$ cat config.mk
export PLATFORM = sky130hd
export DESIGN_NAME = multicycle_ctrl_flat
export DESIGN_NICKNAME = d
export VERILOG_FILES = /design/src/rtl/multicycle_ctrl_if.sv /design/src/rtl/multicycle_ctrl.sv /design/src/flat_wrapper.sv
export SDC_FILE = /design/constraint.sdc
export NUM_CORES = 1
export LEC_CHECK = 0
export CAP_MARGIN = 20
export CORE_MARGIN = 2
export CORE_UTILIZATION = 30
export CTS_CLUSTER_SIZE = 20
export DETAILED_ROUTE_END_ITERATION = 16
export GPL_TIMING_DRIVEN = 0
export REMOVE_ABC_BUFFERS = 1
export SLEW_MARGIN = 20
export SYNTH_ARGS = -nofsm -noshare
export SYNTH_HDL_FRONTEND = slang
export SYNTH_SLANG_ARGS = --single-unit
$ cat constraint.sdc
create_clock -name clk -period 3.2 [get_ports clk]
set_input_delay 0.32 -clock clk [delete_from_list [all_inputs] [get_ports clk]]
set_output_delay 0.32 -clock clk [all_outputs]
set_load 0.03 [all_outputs]
$ cat src/rtl/multicycle_ctrl_if.sv
// rtl/multicycle_ctrl_if.sv - control bundle between the multicycle controller and its datapath
interface multicycle_ctrl_if;
    logic [5:0] op;
    logic [5:0] funct;
    logic       zero;
    logic       pc_wr;
    logic       ir_wr;
    logic       rf_wr;
    logic       dm_wr;
    logic [1:0] npc_op;
    logic [1:0] ext_op;
    logic [2:0] alu_op;
    logic       alu_src;
    logic [1:0] reg_dst;
    logic [1:0] mem_to_reg;
    logic [2:0] state;
    logic       illegal;

    modport master (
        input  op, funct, zero,
        output pc_wr, ir_wr, rf_wr, dm_wr, npc_op, ext_op, alu_op, alu_src,
               reg_dst, mem_to_reg, state, illegal
    );

    modport slave (
        output op, funct, zero,
        input  pc_wr, ir_wr, rf_wr, dm_wr, npc_op, ext_op, alu_op, alu_src,
               reg_dst, mem_to_reg, state, illegal
    );
endinterface

$ cat src/rtl/multicycle_ctrl.sv
// rtl/multicycle_ctrl.sv - multicycle MIPS-subset control FSM; CTRL_JR_EN enables jr
module multicycle_ctrl #(
    parameter int MEM_LAT = 1
) (
    input  logic               clk,
    input  logic               rst_n,
    multicycle_ctrl_if.master  bus
);
    localparam logic [2:0] S_FETCH  = 3'd0;
    localparam logic [2:0] S_DECODE = 3'd1;
    localparam logic [2:0] S_EXEC   = 3'd2;
    localparam logic [2:0] S_MEM    = 3'd3;
    localparam logic [2:0] S_WB     = 3'd4;

    localparam logic [5:0] OP_RTYPE = 6'b000000;
    localparam logic [5:0] OP_ORI   = 6'b001101;
    localparam logic [5:0] OP_LUI   = 6'b001111;
    localparam logic [5:0] OP_LW    = 6'b100011;
    localparam logic [5:0] OP_SW    = 6'b101011;
    localparam logic [5:0] OP_BEQ   = 6'b000100;
    localparam logic [5:0] OP_J     = 6'b000010;
    localparam logic [5:0] OP_JAL   = 6'b000011;

    localparam logic [5:0] FN_ADDU  = 6'b100001;
    localparam logic [5:0] FN_SUBU  = 6'b100011;
`ifdef CTRL_JR_EN
    localparam logic [5:0] FN_JR    = 6'b001000;
`endif

    localparam logic [1:0] NPC_SEQ  = 2'b00;
    localparam logic [1:0] NPC_BR   = 2'b01;
    localparam logic [1:0] NPC_JMP  = 2'b10;
    localparam logic [1:0] NPC_REG  = 2'b11;

    // MEM counts down from MEM_LAT-1 to 0, so the state lasts exactly MEM_LAT cycles
    localparam logic [3:0] CNT_LOAD = 4'(MEM_LAT - 1);

    logic [2:0] state_q, state_d;
    logic [3:0] cnt_q, cnt_d;

    logic is_rtype, is_addu, is_subu, is_jr, is_ori, is_lui;
    logic is_lw, is_sw, is_beq, is_j, is_jal, is_legal;

    logic pc_wr_c, ir_wr_c, rf_wr_c, dm_wr_c, illegal_c;
    logic [1:0] npc_op_c;

    assign is_rtype = (bus.op == OP_RTYPE);
    assign is_addu  = is_rtype && (bus.funct == FN_ADDU);
    assign is_subu  = is_rtype && (bus.funct == FN_SUBU);
`ifdef CTRL_JR_EN
    assign is_jr    = is_rtype && (bus.funct == FN_JR);
`else
    assign is_jr    = 1'b0;
`endif
    assign is_ori   = (bus.op == OP_ORI);
    assign is_lui   = (bus.op == OP_LUI);
    assign is_lw    = (bus.op == OP_LW);
    assign is_sw    = (bus.op == OP_SW);
    assign is_beq   = (bus.op == OP_BEQ);
    assign is_j     = (bus.op == OP_J);
    assign is_jal   = (bus.op == OP_JAL);
    assign is_legal = is_addu | is_subu | is_jr | is_ori | is_lui |
                      is_lw | is_sw | is_beq | is_j | is_jal;

    always_ff @(posedge clk or negedge rst_n) begin
        if (!rst_n) begin
            state_q <= S_FETCH;
            cnt_q   <= 4'd0;
        end else begin
            state_q <= state_d;
            cnt_q   <= cnt_d;
        end
    end

    always_comb begin
        state_d = S_FETCH;
        cnt_d   = cnt_q;
        case (state_q)
            S_FETCH:  state_d = S_DECODE;
            S_DECODE: state_d = is_legal ? S_EXEC : S_FETCH;
            S_EXEC: begin
                if (is_lw || is_sw) begin
                    state_d = S_MEM;
                    cnt_d   = CNT_LOAD;
                end else if (is_addu || is_subu || is_ori || is_lui) begin
                    state_d = S_WB;
                end else begin
                    state_d = S_FETCH;
                end
            end
            S_MEM: begin
                if (cnt_q == 4'd0) begin
                    state_d = is_lw ? S_WB : S_FETCH;
                end else begin
                    state_d = S_MEM;
                    cnt_d   = cnt_q - 4'd1;
                end
            end
            S_WB:     state_d = S_FETCH;
            default:  state_d = S_FETCH;
        endcase
    end

    always_comb begin
        pc_wr_c   = 1'b0;
        ir_wr_c   = 1'b0;
        rf_wr_c   = 1'b0;
        dm_wr_c   = 1'b0;
        illegal_c = 1'b0;
        npc_op_c  = NPC_SEQ;
        case (state_q)
            S_FETCH: begin
                pc_wr_c = 1'b1;
                ir_wr_c = 1'b1;
            end
            S_DECODE: illegal_c = !is_legal;
            S_EXEC: begin
                if (is_beq) begin
                    pc_wr_c  = bus.zero;
                    npc_op_c = NPC_BR;
                end else if (is_j || is_jal) begin
                    pc_wr_c  = 1'b1;
                    npc_op_c = NPC_JMP;
                    rf_wr_c  = is_jal;
                end else if (is_jr) begin
                    pc_wr_c  = 1'b1;
                    npc_op_c = NPC_REG;
                end
            end
            S_MEM:   dm_wr_c = is_sw;
            S_WB:    rf_wr_c = 1'b1;
            default: ;
        endcase
    end

    // Datapath selects follow the opcode in every state; only strobes depend on state
    always_comb begin
        bus.ext_op     = 2'b10;
        bus.alu_op     = 3'b000;
        bus.alu_src    = 1'b0;
        bus.reg_dst    = 2'b00;
        bus.mem_to_reg = 2'b00;
        if (is_ori) begin
            bus.ext_op  = 2'b01;
            bus.alu_op  = 3'b010;
            bus.alu_src = 1'b1;
        end else if (is_lui) begin
            bus.ext_op  = 2'b00;
            bus.alu_op  = 3'b011;
            bus.alu_src = 1'b1;
        end else if (is_lw || is_sw) begin
            bus.alu_src    = 1'b1;
            bus.mem_to_reg = is_lw ? 2'b01 : 2'b00;
        end else if (is_beq) begin
            bus.alu_op = 3'b001;
        end else if (is_jal) begin
            bus.reg_dst    = 2'b10;
            bus.mem_to_reg = 2'b10;
        end else if (is_rtype) begin
            bus.reg_dst = 2'b01;
            bus.alu_op  = is_subu ? 3'b001 : 3'b000;
        end
    end

    // Strobes are masked directly by rst_n so an aborted instruction writes nothing
    assign bus.pc_wr   = rst_n & pc_wr_c;
    assign bus.ir_wr   = rst_n & ir_wr_c;
    assign bus.rf_wr   = rst_n & rf_wr_c;
    assign bus.dm_wr   = rst_n & dm_wr_c;
    assign bus.illegal = rst_n & illegal_c;
    assign bus.npc_op  = npc_op_c;
    assign bus.state   = state_q;
endmodule
$ cat src/flat_wrapper.sv
// flat-port wrapper written by rule: the top's interface ports become plain ports
module multicycle_ctrl_flat 
#(
    parameter int MEM_LAT = 1
)
  (clk, rst_n, bus_op, bus_funct, bus_zero, bus_pc_wr, bus_ir_wr, bus_rf_wr, bus_dm_wr, bus_npc_op, bus_ext_op, bus_alu_op, bus_alu_src, bus_reg_dst, bus_mem_to_reg, bus_state, bus_illegal);
  multicycle_ctrl_if bus_i ();
  input  logic clk;
  input  logic rst_n;
  input wire logic [$bits(bus_i.op)-1:0] bus_op;
  input wire logic [$bits(bus_i.funct)-1:0] bus_funct;
  input wire logic [$bits(bus_i.zero)-1:0] bus_zero;
  output wire logic [$bits(bus_i.pc_wr)-1:0] bus_pc_wr;
  output wire logic [$bits(bus_i.ir_wr)-1:0] bus_ir_wr;
  output wire logic [$bits(bus_i.rf_wr)-1:0] bus_rf_wr;
  output wire logic [$bits(bus_i.dm_wr)-1:0] bus_dm_wr;
  output wire logic [$bits(bus_i.npc_op)-1:0] bus_npc_op;
  output wire logic [$bits(bus_i.ext_op)-1:0] bus_ext_op;
  output wire logic [$bits(bus_i.alu_op)-1:0] bus_alu_op;
  output wire logic [$bits(bus_i.alu_src)-1:0] bus_alu_src;
  output wire logic [$bits(bus_i.reg_dst)-1:0] bus_reg_dst;
  output wire logic [$bits(bus_i.mem_to_reg)-1:0] bus_mem_to_reg;
  output wire logic [$bits(bus_i.state)-1:0] bus_state;
  output wire logic [$bits(bus_i.illegal)-1:0] bus_illegal;
  assign bus_i.op = bus_op;
  assign bus_i.funct = bus_funct;
  assign bus_i.zero = bus_zero;
  assign bus_pc_wr = bus_i.pc_wr;
  assign bus_ir_wr = bus_i.ir_wr;
  assign bus_rf_wr = bus_i.rf_wr;
  assign bus_dm_wr = bus_i.dm_wr;
  assign bus_npc_op = bus_i.npc_op;
  assign bus_ext_op = bus_i.ext_op;
  assign bus_alu_op = bus_i.alu_op;
  assign bus_alu_src = bus_i.alu_src;
  assign bus_reg_dst = bus_i.reg_dst;
  assign bus_mem_to_reg = bus_i.mem_to_reg;
  assign bus_state = bus_i.state;
  assign bus_illegal = bus_i.illegal;
  multicycle_ctrl #(.MEM_LAT(MEM_LAT)) u_core (.clk(clk), .rst_n(rst_n), .bus(bus_i));
endmodule
Yosys cells after proc, flatten, opt, wreduce, memory -nomap -nowiden
Cells that the tools add are included.
{"block": "op_classes", "n_addsub": 1, "eq_ne": 15, "n_mux": 45, "bitwise_logic": 13, "n_reduce_logical": 13}
{"op": "2-to-1 mux 2 bit", "count": 16}
{"op": "2-to-1 mux 3 bit", "count": 10}
{"op": "== test 6 bit, second input constant", "count": 4}
{"op": "2-to-1 mux 1 bit", "count": 13}
{"op": "== test 6 x 2 -> 1 bit, second input constant", "count": 2}
{"op": "== test 6 x 4 -> 1 bit, second input constant", "count": 2}
{"op": "case mux 3 bit (4 select lines)", "count": 1}
{"op": "2-to-1 mux 4 bit", "count": 2}
{"op": "OR 1 bit", "count": 8}
{"op": "case mux 4 bit (2 select lines)", "count": 1}
{"op": "== test 3 x 2 -> 1 bit, second input constant", "count": 2}
{"op": "== test 6 x 3 -> 1 bit, second input constant", "count": 1}
{"op": "logical NOT 6 bit", "count": 1}
{"op": "AND 1 bit", "count": 5}
{"op": "logical OR 1 bit", "count": 5}
{"op": "logical NOT 4 bit", "count": 1}
{"op": "case mux 1 bit (2 select lines)", "count": 2}
{"op": "subtractor 4 x 1 -> 4 bit, second input constant", "count": 1}
{"op": "== test 3 x 1 -> 1 bit, second input constant", "count": 1}
{"op": "== test 3 bit, second input constant", "count": 1}
{"op": "logical NOT 3 bit", "count": 1}
{"op": "AND reduction 3 bit", "count": 1}
{"op": "logical AND 1 bit", "count": 2}
{"op": "!= test 2 x 1 -> 1 bit, second input constant", "count": 1}
{"op": "3 further kinds", "count": 3}
{"block": "word_totals", "ff_bits": 7, "inputBits": 15, "output_inout_bits": 20, "word_cells": 89}

Depth between registers and ports, before layout
{"block": "depth", "word_depth": 13, "depth_mapped": 6}

Worst setup path before layout
No wires, ideal clock.
{"block": "synth_timing", "kind": "register to output", "start": "register u_core.state_q[2] (netlist: u_core.bus.state[2])", "end": "output port bus_npc_op[1]", "t_arrival_ns": 1.925, "required_ns": 2.880, "setup_slack_ns": 0.955, "path_stages_with_launch": 4, "n_path_buf": 0, "cell_sequence": "dfrtp_1 and2b_2 nand2b_2 nor4_1"}
{"block": "synth_between", "elab_chain_cells": 2}
{"element": "from (decl)", "line_no": "multicycle_ctrl.sv:38", "text": "logic [2:0] state_q, state_d;"}
{"element": "from (signal assigned)", "line_no": "multicycle_ctrl.sv:70", "text": "state_q <= state_d;"}
{"element": "== test 3 x 2 -> 1 bit", "line_no": "multicycle_ctrl.sv:111", "text": "case (state_q)"}
{"element": "2-to-1 mux 2 bit", "line_no": "multicycle_ctrl.sv:111"}
{"element": "to (decl)", "line_no": "flat_wrapper.sv:17", "text": "output wire logic [$bits(bus_i.npc_op)-1:0] bus_npc_op;"}
Every way passes these cells.

Worst setup path after layout
{"block": "layout_timing", "start": "input port bus_op[3]", "end": "output port bus_alu_op[0]"}
{"block": "layout_between", "elab_chain_cells": 9}
{"element": "from (decl)", "line_no": "flat_wrapper.sv:10", "text": "input wire logic [$bits(bus_i.op)-1:0] bus_op;"}
{"element": "logical NOT 6 bit", "line_no": "multicycle_ctrl.sv:47", "text": "assign is_rtype = (bus.op == OP_RTYPE);"}
{"element": "logical AND 1 bit", "line_no": "multicycle_ctrl.sv:49", "text": "assign is_subu = is_rtype && (bus.funct == FN_SUBU);"}
{"element": "2-to-1 mux 1 bit", "line_no": "multicycle_ctrl.sv:161", "text": "bus.alu_op = is_subu ? 3'b001 : 3'b000;"}
{"element": "2-to-1 mux 3 bit", "line_no": "multicycle_ctrl.sv:159", "text": "end else if (is_rtype) begin"}
{"element": "2-to-1 mux 3 bit", "line_no": "multicycle_ctrl.sv:156", "text": "end else if (is_jal) begin"}
{"element": "2-to-1 mux 3 bit", "line_no": "multicycle_ctrl.sv:154", "text": "end else if (is_beq) begin"}
{"element": "2-to-1 mux 3 bit", "line_no": "multicycle_ctrl.sv:151", "text": "end else if (is_lw || is_sw) begin"}
{"element": "2-to-1 mux 3 bit", "line_no": "multicycle_ctrl.sv:147", "text": "end else if (is_lui) begin"}
{"element": "2-to-1 mux 3 bit *", "line_no": "multicycle_ctrl.sv:143", "text": "if (is_ori) begin"}
{"element": "to (decl)", "line_no": "flat_wrapper.sv:19", "text": "output wire logic [$bits(bus_i.alu_op)-1:0] bus_alu_op;"}
Mark *: on every way between the ends. The rest lies on a longest branch, timed or not.

==> results summary <==
The via count of the first global-routing pass was 637. The count of port buffers added during placement came out at 33. The average wire per standard cell came out at 12.4 um. The net switching fraction of the power came out at 42.2%. The peak per-stage delay on the critical path is 0.70 ns.

TritonCTS built the clock tree. The flow ran to the end, and the final reports show no timing, DRC or antenna violations. The floorplan step defined a die boundary enclosing 2610 sq um.

Leaving out fill and tap cells, the most frequent cells in the layout are 33 x clkdlybuf4s50_1, 9 x nor2_1, 7 x dfrtp_1, 6 x nand4_1, 4 x nand2_1. The wire length of the first global-routing pass is 2660 um. In this run the power density over the cells is 493 nW/um^2. The number of detailed-routing iterations run before antenna repair is 4. STA classifies the critical path startpoint as a primary input. The number of vias after detailed routing is 692. The net switching power is 0.214 mW. Setup repair after global routing left no endpoint under its margin. The number of buffers inserted by post-CTS setup repair came out at 0.

Leaving out fill and tap cells, the most frequent cell in the layout is clkdlybuf4s50_1. The combinational share of power is 50.3%. The remaining global-route overflow is 0.

The count of unresolved DRC violations after routing came out at 0. The internal power of the cells totals 0.293 mW. The signal on the critical path passes through clkdlybuf4s50_1, nor3_2, and2_1, nand4_1, a31oi_1, clkdlybuf4s50_1. The final hold violation count is 0.

The initial antenna violation count came out at 0. The number of nets with antenna violations after routing is 0. The total of warnings raised by yosys came out at 0. The highest achievable clock rate came out at 368 MHz. The cell count after synthesis came out at 75. The most numerous cell type found on the critical path is clkdlybuf4s50_1. The share of post-route cells with drive strength above 1 came out at 15.7%. For this run, asynchronously set or reset flops after synthesis account for 100%. The max-cap check violation count is 0. In this run the worst hold path is classified as primary input to async pin. The number of hold buffers added after cts came out at 0.

The maximum ir drop on the vdd rail is 0.195 mV. The level count of the clock H-tree came out at 1. Routability-driven placement finished with a final weighted congestion of 0.674. The highest net fanout along the worst path came out at 6. The detailed router finished its first iteration with 10 violations. Clock tree synthesis inserted a total of 3 buffers.

STA puts the critical path data required time at 2.88 ns. Across all hold checks on the routed design, the worst slack comes to 0.368 ns. From left edge to right edge, the die measures 51.1 um. The critical path is of the primary input to output port type. For the finished layout, the period the worst path requires is 2.72 ns. The clock arrives with 0.00127 ns of skew. The part of the total power dissipated in sequential elements is 33.2%. Relative to the synthesized area, the layout overhead comes to 55.0%. The number of vias per cell after detailed routing came out at 5.09. The layout net count came out at 126.

Setup violations remaining at the end of the flow were counted as 0. After clock tree synthesis, the clock-pin slew on the worst setup and hold paths is 0.05 ns. For the final routed database, the setup TNS stands at 0 ns.

Pin placement for this block handled 35 I/O pins. The placement row count is 17. The overall track demand over capacity in global routing is 13.6%. The effective utilization at floorplan came out at 30.9%.

The share of total power in the clock network is 16.6%. The number of resized instances in the post-cts repair step came out at 0. The period utilization came out at 85.0%. The post-synthesis sequential element count came out at 7. The total half-perimeter wirelength after legalization and detailed placement is 1320 um.

The synthesized area divided by synthesized cell count came out at 8.86 sq um. The critical path data arrival time came out at 2.40 ns. The clock tree root driver cell is clkbuf_4.

The share of the yosys chip area belonging to registers is 26.4%. The final routed wirelength across all metal layers is 1690 um. The distinct cell type count after synthesis came out at 40. Summing every instance area after synthesis gives 664 sq um. The leading register cell type out of synthesis is dfrtp_1.

The maximum count of clock buffers along a single path is 2. The diode insertion count for antenna repair is 0. The worst reg2reg path depth is 6. The number of clock sinks seen by CTS is 7. The pin count of the biggest net entering global routing is 13. The clock network latency to the later pin of the worst-skew pair came out at 0.26 ns. The reported leakage power came out at 0.414 nW.

The placeable core region came out at 2150 sq um. On the critical path, the stage with the largest delay is an instance of clkdlybuf4s50_1. STA classifies the critical path endpoint as an output port. The floorplan step set the die height to 51.1 um. In this run, synthesis inferred 0 flip-flops with an integrated enable. The number of max-slew violations in the final report is 0.
state kept, by name, indices dropped and copies added, names as in the netlist:
name	cells
u_core.bus.state	3
u_core.cnt_q	4
metal layers:
metal  part of all wire (%)  GRT usage (%)  vias to the layer above
li1                       -              -                      333
met1                     45           16.7                      323
met2                     44           20.6                       31
met3                    8.7           3.51                        5
met4                    2.4           9.46                        0
met5                      0              0                        -
power groups by stage:
stage / logic [mW] / registers (mW) / clock network, mW
2_1_floorplan: 0.148 / 0.178 / 0
3_3_place_gp: 0.254 / 0.170 / 0
3_5_place_dp: 0.256 / 0.172 / 0
4_1_cts: 0.258 / 0.171 / 0.0896
5_1_grt: 0.276 / 0.176 / 0.0926
6_report: 0.255 / 0.168 / 0.0841
path summary, 6_finish.rpt:
kind,from,to,slack [ns]
setup / recovery,bus_op[3],bus_alu_op[0],0.48
hold / removal,rst_n,u_core.cnt_q[0]$_DFFE_PN0P_,0.37
setup reg to reg,u_core.cnt_q[0]$_DFFE_PN0P_,u_core.bus.state[0]$_DFF_PN0_,1.68
hold reg to reg,u_core.cnt_q[0]$_DFFE_PN0P_,u_core.cnt_q[0]$_DFFE_PN0P_,0.52
max in group asynchronous,rst_n,u_core.cnt_q[3]$_DFFE_PN0P_,2.53
min in group clk,u_core.cnt_q[0]$_DFFE_PN0P_,u_core.cnt_q[0]$_DFFE_PN0P_,0.52
cells in the mapped netlist (all sizes together) (2+ instances only):
cell type | count | area share, %
inv | 3 | 1.7
nor3 | 4 | 3.8
nand3 | 3 | 3.8
buf | 3 | 3.4
nor2 | 9 | 5.1
nor2b | 2 | 4.1
nand2 | 4 | 2.3
and3 | 2 | 2.1
ha | 2 | 3.8
nand4 | 6 | 5.7
xor2 | 2 | 2.6
a21oi | 2 | 1.5
o21ai | 2 | 2.1
dfrtp | 7 | 26
nor4b | 2 | 5.8
nor4 | 2 | 2.8
nand2b | 4 | 4.1
cell families (layout without fill, tap and decap cells):
logic type / after synthesis / count (layout) / share of synthesized area, %
adders and majority gates: 2 / 2 / 3.77
xor gates and xnor gates: 2 / 2 / 2.64
muxes: 1 / 1 / 1.51
AOI/OAI and AO/OA: 11 / 11 / 11.7
DFF: 7 / 7 / 26.4
other: 1 / 1 / 0.564
buffers and inverters: 7 / 40 / 5.65
and+or+nand+nor: 44 / 44 / 47.8
layout make-up:
cell class	instances	area (sq um)
sequential	7	175
clock buffer	4	26.3
tap	28	35.0
fill	224	1120
multi-input combinational	61	452
inverter	3	11.3
timing repair buffer	33	330
worst max-delay path, delay by kind of cell:
family	cells	cell delay [ns]
buf+inv	2	1.24
simple gates	3	0.66
compound gates	1	0.18
through the flow:
step           worst slack (ns)  instance area (sq um)  power (mW)  std cells  utilization (%)
5_1_grt                   0.399                   1030       0.545        136             47.9
4_1_cts                   0.480                   1030       0.518        136             47.9
3_5_place_dp              0.493                   1000       0.428        132             46.7
6_report                  0.479                   1030       0.508        136             47.9
3_3_place_gp              0.506                   1000       0.424        132             46.7
2_1_floorplan             0.955                    638       0.326         71                -
(Power assumes the default switching activity.)
==> patch 1: new RTL, same flow settings <==
The option `CTRL_JR_EN` is turned on by a define.
--- a/src/rtl/multicycle_ctrl.sv
+++ b/src/rtl/multicycle_ctrl.sv
@@ -1,4 +1,6 @@
 // rtl/multicycle_ctrl.sv - multicycle MIPS-subset control FSM; CTRL_JR_EN enables jr
+`define CTRL_JR_EN
+
 module multicycle_ctrl #(
     parameter int MEM_LAT = 1
 ) (
Formal check against the unedited RTL: not equivalent (a bounded check fails within 4 cycles, from zero or initial values and one cycle with rst_n low).
==> patch 1 against the unedited design <==
  * Count of clock-buffer cells in the layout unchanged
  * Wire length is 6.5% higher
  * Sequential cell count unchanged
  * Power fell by 6.3%
  * Cell area down 1.5%
  * Sequential power shrank 6%
  * Setup slack got worse by 0.32 ns
  * Synthesized area shrank 1.1%
  * Cell count increased by 4.4%
  * Maximum frequency is 10% lower
==> patch 1: results (changes against the unedited design) <==
| Metric | Value |
|---|---|
| Status | completed |
| Global-route wire length before repair | 3.15 mm (+18%) |
| Vias in the first global route | 697 (+9.4%) |
| Starting DRT DRC Count | 7 (-3) |
| HPWL Detailed | 1.43 mm (+8.5%) |
| Clock Skews | 0.00677 ns (+0.00550 ns) |
| Crit path DAT | 2.72 ns (+0.32 ns) |
| Lkg Pwr | 0.390 nW (-5.9%) |
| Placed Instance Area | 983 sq um (-2.0%) |
| Setup WS pre-CTS | 0.0156 ns (-0.477 ns) |
| Multi-input logic area | 434 sq um (-3.9%) |
| Die Area | 2580 sq um (-1.0%) |
| Max FO, Critical Path | 10 (+4) |
| Vias per cell | 5.04 (-0.90%) |
| Int Pwr | 282 uW (-3.8%) |
| Layout net count | 133 (+5.6%) |
| Placer's final routability congestion estimate | 0.774 (+15%) |
| Wire length per cell | 12.7 um (+2.0%) |
| Largest net degree at the start of global routing | 11 (-2) |
| Diode count | 0 (unchanged) |
| Distinct cells, synth | 37 (-7.5%) |
| Seq/Total Area, Yosys | 26.7% (+0.30 points) |
| Peak supply drop | 0.402 mV (+110%) |
| Total Routing Usage GR | 16.1% (+2.5 points) |
| Commonest cells in the netlist | nor2_1 (13), nor3_1 (8), dfrtp_1 (7), nand2_1 (5), inv_1 (4) |
[patch 1: cell types whose count changed in the layout (fill, tap and decap cells not counted), sizes merged, moves of 2 or more]
cell,before,now
and3b,0,3
nand2b,4,1
or3b,1,3
nor2,9,13
and3,2,0
or4b,0,2
or3,0,2
nor2b,2,0
nor3,4,8
o21ai,2,4
nand4,6,0
[patch 1: metrics by stage]
step	std cells	power, mW
2_1_floorplan	78	0.299
3_3_place_gp	138	0.389
3_5_place_dp	138	0.397
4_1_cts	142	0.482
5_1_grt	142	0.523
6_report	142	0.476
[patch 1: final timing paths]
check	from	end	slack (ns)	cells past startpoint
setup reg to reg	u_core.cnt_q[0]$_DFFE_PN0P_	u_core.bus.state[2]$_DFF_PN0_	1.43	5
hold reg to reg	u_core.cnt_q[1]$_DFFE_PN0P_	u_core.cnt_q[1]$_DFFE_PN0P_	0.52	1
max in group asynchronous	rst_n	u_core.cnt_q[1]$_DFFE_PN0P_	2.57	1
hold / removal	rst_n	u_core.cnt_q[3]$_DFFE_PN0P_	0.35	1
min in group clk	u_core.cnt_q[1]$_DFFE_PN0P_	u_core.cnt_q[1]$_DFFE_PN0P_	0.52	1
setup / recovery	bus_op[1]	bus_illegal	0.16	6
[patch 1: final cells by class]
class	instances	share of cell area, %
well taps	27	3.33
flip-flops and latches	7	17.3
multi-input cells	67	42.8
inverters	4	1.48
clock buffers	4	2.59
repair buffers	33	32.6
[patch 1: power groups by stage]
stage / sequential [mW] / combinational (mW) / clock [mW]
detailed placement: 0.161 / 0.236 / 0
CTS: 0.159 / 0.239 / 0.0838
floorplan: 0.168 / 0.131 / 0
global placement: 0.157 / 0.233 / 0
finish: 0.158 / 0.237 / 0.0810
global route: 0.165 / 0.264 / 0.0943
[patch 1: kinds of logic after synthesis]
| logic type | after synthesis | share of synthesized area [%] |
|---|---|---|
| AO/OA/AOI/OAI | 13 | 13.7 |
| XOR/XNOR | 2 | 2.67 |
| adder cells (fa/ha/maj) | 2 | 3.81 |
| buffers and inverters | 9 | 8.00 |
| flip-flops | 7 | 26.7 |
| multiplexers | 1 | 1.52 |
| other | 1 | 0.571 |
| AND/OR/NAND/NOR | 48 | 43.1 |
[patch 1: layer usage]
layer  wire (um)  GRT usage [%]  up-vias
li1            -              -      364
met1         905           23.2      332
met2         796           23.2       18
met3          80           4.76        2
met4          15           4.05        0
met5           0              0        -
[patch 1: critical path, cell delays in order]
cell and delay [ns]:
clkdlybuf4s50_1 0.58, or4b_4 0.62, o221a_1 0.26, o22a_1 0.20, nor3b_2 0.15, clkdlybuf4s50_1 0.59
[patch 1: repair_timing]
item	4_1_cts	5_1_grt
hold buffers	0	0
resized for setup	0	1
buffers inserted	0	0
setup endpoints to repair	0	1
==> patch 2: new RTL, same flow settings <==
Without the edit above. Reset style: synchronous (`rst_n`), changed in one clocked block.
--- a/src/rtl/multicycle_ctrl.sv
+++ b/src/rtl/multicycle_ctrl.sv
@@ -62,7 +62,7 @@
     assign is_legal = is_addu | is_subu | is_jr | is_ori | is_lui |
                       is_lw | is_sw | is_beq | is_j | is_jal;
 
-    always_ff @(posedge clk or negedge rst_n) begin
+    always_ff @(posedge clk) begin
         if (!rst_n) begin
             state_q <= S_FETCH;
             cnt_q   <= 4'd0;
Function: differs if rst_n is asserted again (counterexample within 4 cycles, from zero or initial values and one cycle with rst_n low); with rst_n held inactive, the same outputs for 10 cycles.
==> patch 2 against the unedited design <==
  * Count of clock-buffer cells in the layout unchanged
  * Sequential cell count is the same
  * Die area rose by 0.18%
  * Sequential share of layout area shrank 3.3 points
  * Setup slack got worse by 0.15 ns
  * Wire length rose by 8.8%
  * Synthesized area increased by 0.19%
  * Cell area shrank 0.73%
  * Critical endpoint is now bus_pc_wr
  * Largest cell class unchanged
Power is not compared: it rests on default switching activity, and its combinational part moved more than twofold at a synthesized area within 25%.
==> patch 2: results (changes against the unedited design) <==
| Metric | Value |
|---|---|
| Compound-Gate Fraction of Synth Area | 22.6% (+11 points) |
| Max FO, Critical Path | 7 (+1) |
| Total number of vias | 771 (+11%) |
| Post-Synth Adder-Cell Area | 3.76% (-0.0071 points) |
| Commonest cells in the netlist | nor2_1 (10), nand2_1 (8), dfxtp_1 (7), inv_1 (7), nor3_1 (5) |
| Setup slack, reg-to-reg | 1.63 ns (-0.05 ns) |
| Seq/Total Area, Yosys | 21.1% (-5.3 points) |
| Capturing point of the worst reg2reg path | u_core.bus.state[1]$_SDFF_PN0_ |
| Mux cell area share after synthesis | 0% (-1.5 points) |
| Worst reg2reg path startpoint | u_core.cnt_q[0]$_SDFFE_PN0P_ |
| Synth Flop Type | dfxtp_1 |
| Layout net count | 138 (+9.5%) |
| Crit path DAT | 2.55 ns (+0.15 ns) |
| Post-Synth XOR/XNOR Area | 0% (-2.6 points) |
| Hold WC Path Type | reg -> reg |
| Clock latency on the worst-skew pair | 0.24 ns (-0.02 ns) |
| Status | completed |
| Largest net degree at the start of global routing | 11 (-2) |
| Worst path max stage delay | 0.72 ns (+0.02 ns) |
| Global-route wire length before repair | 2.90 mm (+9.3%) |
| Vias in the first global route | 674 (+5.8%) |
| Distinct cells, synth | 37 (-7.5%) |
| Clock Skews | 0.00102 ns (-0.000248 ns) |
| Synth top area cells | dfxtp_1 (21%), nor2_1 (5.6%), buf_4 (4.5%) |
| Fillers | 232 (+3.6%) |
| Total Routing Usage GR | 14.5% (+0.89 points) |
| Share of layout cells above drive strength 1 | 6.67% (-9.1 points) |
| HPWL Detailed | 1.52 mm (+15%) |
| WL final | 1.84 mm (+8.8%) |
==> patch 2: cell count changes after synthesis, sizes merged, moves of 4 or more <==
cell   change
dfrtp      -7
nand4      -4
dfxtp      +7
inv        +4
nand2      +4
==> patch 2: worst min-delay path: stages (launching register included) <==
cell and delay (ns):
dfxtp_1 0.31, nand3_1 0.07, a21oi_1 0.06
==> patch 2: layout make-up <==
type	count	share of cell area, %
Multi-Input combinational cell	69	45.4
Inverter	7	2.57
Tap cell	28	3.43
Sequential cell	7	13.7
Timing Repair Buffer	33	32.3
Clock buffer	4	2.57
==> patch 2: metal layers <==
metal | global-route usage, % | part of all wire (%) | vias to the layer above
met4 | 4.05 | 0 | 0
met5 | 0 | 0 | -
li1 | - | - | 388
met1 | 15.7 | 43 | 350
met2 | 26.8 | 48 | 33
met3 | 4.39 | 8.9 | 0
==> patch 2: how the worst max path moves through the flow <==
stage | startpoint | end | slack (ns)
floorplan | bus_op[0] | bus_illegal | 1.03
global placement | bus_op[3] | bus_pc_wr | 0.37
detailed placement | bus_op[3] | bus_pc_wr | 0.32
CTS | bus_op[3] | bus_pc_wr | 0.32
global route | bus_op[3] | bus_pc_wr | 0.11
finish | bus_op[3] | bus_pc_wr | 0.33
==> patch 2: logic make-up (layout without fill, tap and decap cells) <==
logic type / after synthesis / count (layout)
DFF: 7 / 7
buffers and inverters: 12 / 44
AOI/OAI and AO/OA: 16 / 16
adders and majority gates: 2 / 2
other: 1 / 1
and+or+nand+nor: 50 / 50
==> patch 2: stage by stage <==
stage / instances / util [%] / cell area [sq um] / hold WS (ns) / worst slack, ns
final: 148 / 47.6 / 1020 / 0.486 / 0.328
after global routing: 148 / 47.6 / 1020 / 0.511 / 0.111
after CTS: 148 / 47.6 / 1020 / 0.496 / 0.317
after detailed placement: 144 / 46.4 / 996 / 0.488 / 0.324
after global placement: 144 / 46.4 / 996 / 0.474 / 0.367
after floorplan: 83 / - / 631 / 0.438 / 1.03
==> patch 2: power breakdown <==
group	leakage [nW]	switching, mW	internal [mW]	total, mW
logic	0.342	0.0335	0.0322	0.0657
clock network	0.0150	0.0291	0.0474	0.0765
registers	0.0567	0.00372	0.0886	0.0923
